`config.mk`:
```
export PLATFORM = sky130hd
export DESIGN_NAME = comb_float32_to_fixed_point
export DESIGN_NICKNAME = d
export VERILOG_FILES = /design/src/rtl/f2fix_pkg.sv /design/src/rtl/f2fix_core.sv /design/src/rtl/comb_float32_to_fixed_point.sv
export SDC_FILE = /design/constraint.sdc
export NUM_CORES = 1
export LEC_CHECK = 0
export BUFFER_PORTS_ARGS = -buffer_cell sky130_fd_sc_hd__buf_2
export CORE_UTILIZATION = 35
export CTS_BUF_LIST = sky130_fd_sc_hd__clkbuf_4 sky130_fd_sc_hd__clkbuf_8
export DETAILED_ROUTE_END_ITERATION = 10
export GPL_ROUTABILITY_DRIVEN = 0
export SLEW_MARGIN = 20
export SYNTH_ARGS = -nofsm -noshare
export SYNTH_HDL_FRONTEND = slang
export SYNTH_HIERARCHICAL = 1
export SYNTH_SLANG_ARGS = --single-unit
```
`constraint.sdc`:
```
create_clock -name clk -period 0.8 [get_ports clk]
set_input_delay 0.16 -clock clk [delete_from_list [all_inputs] [get_ports clk]]
set_output_delay 0.16 -clock clk [all_outputs]
set_load 0.1 [all_outputs]
```
`src/rtl/f2fix_pkg.sv`:
```
// Shared binary32 field layout and special exponent codes for the float-to-fixed converter.
package f2fix_pkg;

    localparam int SIGN_W      = 1;
    localparam int EXP_W       = 8;
    localparam int MAN_W       = 23;
    localparam int EXP_BIAS    = 127;
    localparam logic [EXP_W-1:0] EXP_SPECIAL = 8'd255;

    typedef struct packed {
        logic [SIGN_W-1:0] sign;
        logic [EXP_W-1:0]  exp;
        logic [MAN_W-1:0]  man;
    } float32_t;

endpackage

```
`src/rtl/f2fix_core.sv`:
```
// Combinational binary32 to signed fixed-point conversion with rounding, saturation/wrap and flags.
// Subnormal inputs are converted exactly when F2FIX_SUBNORMAL_EN is defined, otherwise flushed to zero.
module f2fix_core
    import f2fix_pkg::*;
#(
    parameter int WOI   = 10,
    parameter int WOF   = 10,
    parameter int ROOF  = 1,
    parameter int ROUND = 1
) (
    input  logic [31:0]          float,
    output logic [WOI+WOF-1:0]   out,
    output logic                 upflow,
    output logic                 downflow
);

    localparam int N  = WOI + WOF;
    // Rounded-magnitude width: the left shift is clamped to N+1, so 24 significand bits plus N+2 never overflow.
    localparam int RW = N + 26;
    localparam logic [RW-1:0] POS_LIM = {{(RW-N+1){1'b0}}, {(N-1){1'b1}}};
    localparam logic [RW-1:0] NEG_LIM = {{(RW-N){1'b0}}, 1'b1, {(N-1){1'b0}}};

    float32_t    f;
    logic        is_zero;
    logic        is_special;
    logic [23:0] sig;
    int          e_eff;
    int          sh;
    logic [RW:0] acc;
    logic [RW:0] shifted;
    logic [RW-1:0] r;
    logic [N-1:0]  signed_low;
    logic [N-1:0]  sat;
    logic          ovf;
`ifndef F2FIX_SUBNORMAL_EN
    logic          is_sub;
`endif

    assign f = float_to_struct(float);

    function automatic float32_t float_to_struct(input logic [31:0] v);
        return float32_t'(v);
    endfunction

    always_comb begin
        is_zero    = (f.exp == '0) && (f.man == '0);
        is_special = (f.exp == EXP_SPECIAL);
        sig        = (f.exp == '0) ? {1'b0, f.man} : {1'b1, f.man};
        e_eff      = (f.exp == '0) ? 1 : int'(f.exp);
        sh         = e_eff - EXP_BIAS - MAN_W + WOF;

        // Bit 0 of acc is the half-LSB position used for rounding after the shift.
        acc = {{(RW-24){1'b0}}, sig, 1'b0};
        if (sh >= 0) begin
            shifted = acc << ((sh > N + 1) ? (N + 1) : sh);
        end else begin
            shifted = acc >> ((-sh > 26) ? 26 : -sh);
        end
        r = shifted[RW:1] + (((ROUND != 0) && shifted[0]) ? RW'(1) : RW'(0));

        signed_low = f.sign[0] ? N'(RW'(0) - r) : r[N-1:0];
        ovf        = f.sign[0] ? (r > NEG_LIM) : (r > POS_LIM);
        sat        = f.sign[0] ? {1'b1, {(N-1){1'b0}}} : {1'b0, {(N-1){1'b1}}};

        out      = '0;
        upflow   = 1'b0;
        downflow = 1'b0;
`ifndef F2FIX_SUBNORMAL_EN
        is_sub   = (f.exp == '0) && (f.man != '0);
`endif
        if (is_special) begin
            upflow = 1'b1;
            out    = (ROOF != 0) ? sat : '0;
        end else if (is_zero) begin
            out = '0;
`ifndef F2FIX_SUBNORMAL_EN
        end else if (is_sub) begin
            downflow = 1'b1;
`endif
        end else if (r == '0) begin
            downflow = 1'b1;
        end else if (ovf) begin
            upflow = 1'b1;
            out    = (ROOF != 0) ? sat : signed_low;
        end else begin
            out = signed_low;
        end
    end

endmodule

```
`src/rtl/comb_float32_to_fixed_point.sv`:
```
// Registered binary32 to fixed-point converter: one-cycle latency, one sample per clock, no handshake.
// Subnormal conversion is enabled by defining F2FIX_SUBNORMAL_EN.
module comb_float32_to_fixed_point
    import f2fix_pkg::*;
#(
    parameter int WOI   = 10,
    parameter int WOF   = 10,
    parameter int ROOF  = 1,
    parameter int ROUND = 1
) (
    input  logic                 clk,
    input  logic                 rst,
    input  logic [31:0]          float,
    output logic [WOI+WOF-1:0]   out,
    output logic                 upflow,
    output logic                 downflow
);

    logic [WOI+WOF-1:0] core_out;
    logic               core_upflow;
    logic               core_downflow;

    f2fix_core #(
        .WOI   (WOI),
        .WOF   (WOF),
        .ROOF  (ROOF),
        .ROUND (ROUND)
    ) u_core (
        .float    (float),
        .out      (core_out),
        .upflow   (core_upflow),
        .downflow (core_downflow)
    );

    always_ff @(posedge clk or posedge rst) begin
        if (rst) begin
            out      <= '0;
            upflow   <= 1'b0;
            downflow <= 1'b0;
        end else begin
            out      <= core_out;
            upflow   <= core_upflow;
            downflow <= core_downflow;
        end
    end

endmodule

```
==> flow_summary.toml <==
[run_status]
outcome = "complete, but fails checks"
violations = "negative setup slack"

[power_and_ir_drop]
p_int_uw = 6830
clkPwrFrac = 0.079
p_seq_frac = 0.103
power_density_nw_per_um2 = 1010
p_leak_uw = 0.00583
switchingPower_uw = 6740
swShare = 0.497
power_frac_comb = 0.818
ir_worst_vdd_uv = 1000

[yosys]
postSynthCellCount = 1156
synth.area.mux_share = 0.0756
synth_seq_cells = 22
synth_xor_xnor_area_share = 0.0406
synth-compound-area-share = 0.387
async_flop_share = 1.00
synth_nets = 1206
avgSynthCellArea_um2 = 6.80
syn_area_um2 = 7860
synth_edf_count = 0
synth_ff_type = "dfrtp_1"
yosysSeqAreaShare = 0.0701
synthAdderAreaFrac = 0.0255
ys_warn_count = 6
synth_top_family_by_area = "compound AO/OA/AOI/OAI gates"
ys_types = 116
synthSimpleGateAreaFrac = 0.349

[critical_path]
worstSetupPathType = "in -> reg"
cp_slowest_cell = "or4_4"
crit_start = "float[29]"
startpoint_type = "input pin"
crit_fanout = 9
critical_path_arrival_ps = 7500
cp.required_ps = 980
slowest_delay_ps = 570
crit_path_end_kind = "register"

[routing]
ant_nets = 0
via_per_inst = 6.30
drt-initial-drc-count = 1655
avgRoutedWirePerCell_um = 21.4
drc = 0
wl_um = 42000
vias = 12400
first_pass_iters = 8

[floorplan]
fp.dieH_um = 152
rows = 54
io_pins = 56
dieArea_um2 = 23100
core-area_um2 = 21900
start_util = 0.359
fp.dieW_um = 152

[global_route]
antenna_found_initial = 1
grt_pass1_vias = 12000
grt_usage = 0.346
grt_pass1_wl_um = 64500
grt_overflow = 0
grt_max_degree = 32

[cts]
htreeDepth = 1
cts_tree = "done"
clk_pin_slew_worst_paths_ps = 90
cts.path.max_buffers = 2
clk_root_buffer_cell = "clkbuf_8"
cts_buffers = 3
cts_sinks = 22

[final_layout]
drive_gt1_frac = 0.473
area.growth.synth_to_final_pct = 70.9
fin_cells = 1967
diodes = 0
final_core_util = 0.613
finalNetCount = 1738
multi_input_area_um2 = 7500
seqCellArea_um2 = 633
fillerInstances = 1879

[timing]
max_freq_mhz = 137
timing.hold.ws_ps = 257
setup_viol = 44
hold_violations = 0
setup_tns_ps = -148240
slew_headroom = 0.579
fin_crit_ps = 7320
layout_setup_ws_ps = -6520
drv_slew = 0
period_share = 9.15
rsz0062_at_grt = "yes"
worst_pin_slew_ps = 629

[hold_path]
holdCritStartpoint = "float[31]"
hold_path.class = "in -> reg"

[placed_design]
dp_hpwl_um = 33000
dp.cells = 1936
io_buffers = 55
post-place-ws_ps = -6860

[run]
maxCapViolCount = 0
==> sequential cells by signal, summed over array words and instances, names as in the netlist <==
signal / cells
downflow: 1
out: 20
upflow: 1
==> cell usage after synthesis (17+ instances only) <==
cell type | count | area share
nand2_1 | 141 | 0.067
xnor2_1 | 24 | 0.027
o22ai_1 | 21 | 0.017
nor2_1 | 110 | 0.053
nand4_1 | 26 | 0.021
a211oi_1 | 24 | 0.023
a31oi_1 | 24 | 0.019
o211ai_1 | 17 | 0.016
mux2i_1 | 41 | 0.052
clkbuf_1 | 45 | 0.021
nand3_1 | 51 | 0.032
dfrtp_1 | 22 | 0.070
nor4_1 | 25 | 0.020
a21oi_1 | 76 | 0.048
o21ai_0 | 56 | 0.036
nor3_1 | 49 | 0.031
inv_1 | 19 | 0.0091
==> metrics by stage <==
stage               instance area (um^2)  total power (uW)
floorplan                           8160              6690
global placement                   12600             11400
detailed placement                 12600             11500
CTS                                13300             13000
global route                       13400             14100
finish                             13400             13600
==> area by class of cell <==
type,instances,area share
clock inverter,1,0.00224
sequential,22,0.0472
clock buffer,3,0.00308
tap,280,0.0261
timing repair buffer,598,0.356
multi-input combinational,1040,0.559
inverter,23,0.00643
==> placed cells by master (no fill, tap or decap), drive strengths merged, types with 15 or more instances in the layout <==
master / instances
nand2: 144
o22ai: 22
a211oi: 28
o21ai: 68
dfrtp: 22
nor2: 113
a21oi: 83
ha: 16
a31oi: 25
buf: 597
a22oi: 15
nand4: 27
mux2i: 42
o211ai: 18
xnor2: 25
nor3: 55
inv: 21
nor4: 25
nand3: 56
==> cells by family (layout without fill, tap and decap cells) <==
kind of cell / count (synthesis) / in the layout
fa+ha+maj: 16 / 16
compound gates: 414 / 415
xor+xnor: 34 / 34
mux: 55 / 55
simple gates: 520 / 520
flops: 22 / 22
buf+inv: 95 / 625
==> critical path: cells and delay by family <==
family          cells  cell delay, ps
buf+inv             3             450
fa+ha+maj           4            1020
compound gates     11            1870
mux                 1             240
simple gates       16            3740
==> power by group through the flow <==
stage	clock network [uW]	logic [uW]	registers [uW]
6_report	1070	11100	1400
5_1_grt	1140	11600	1410
4_1_cts	1060	10500	1400
3_5_place_dp	0	10000	1420
3_3_place_gp	0	9920	1430
2_1_floorplan	0	4470	2220
==> what timing repair did <==
item,CTS,global route
cloned,1,0
pin swaps,40,10
resized for setup,77,26
endpoints found under the hold margin,22,0
endpoints found under the setup margin,44,44
setup buffers,23,3
hold buffers,1,0
==> worst paths after layout <==
path	end	depth (start not counted)
worst max-delay path	out[8]	35
worst min-delay path	out[18]	3
max in group asynchronous	out[13]	4
min in group asynchronous	out[1]	4
==> layer usage <==
metal	track usage	share of wire
met1	0.458	0.40
met2	0.524	0.42
met3	0.0864	0.12
met4	0.161	0.057
met5	0	0
(Power assumes the default switching activity.)
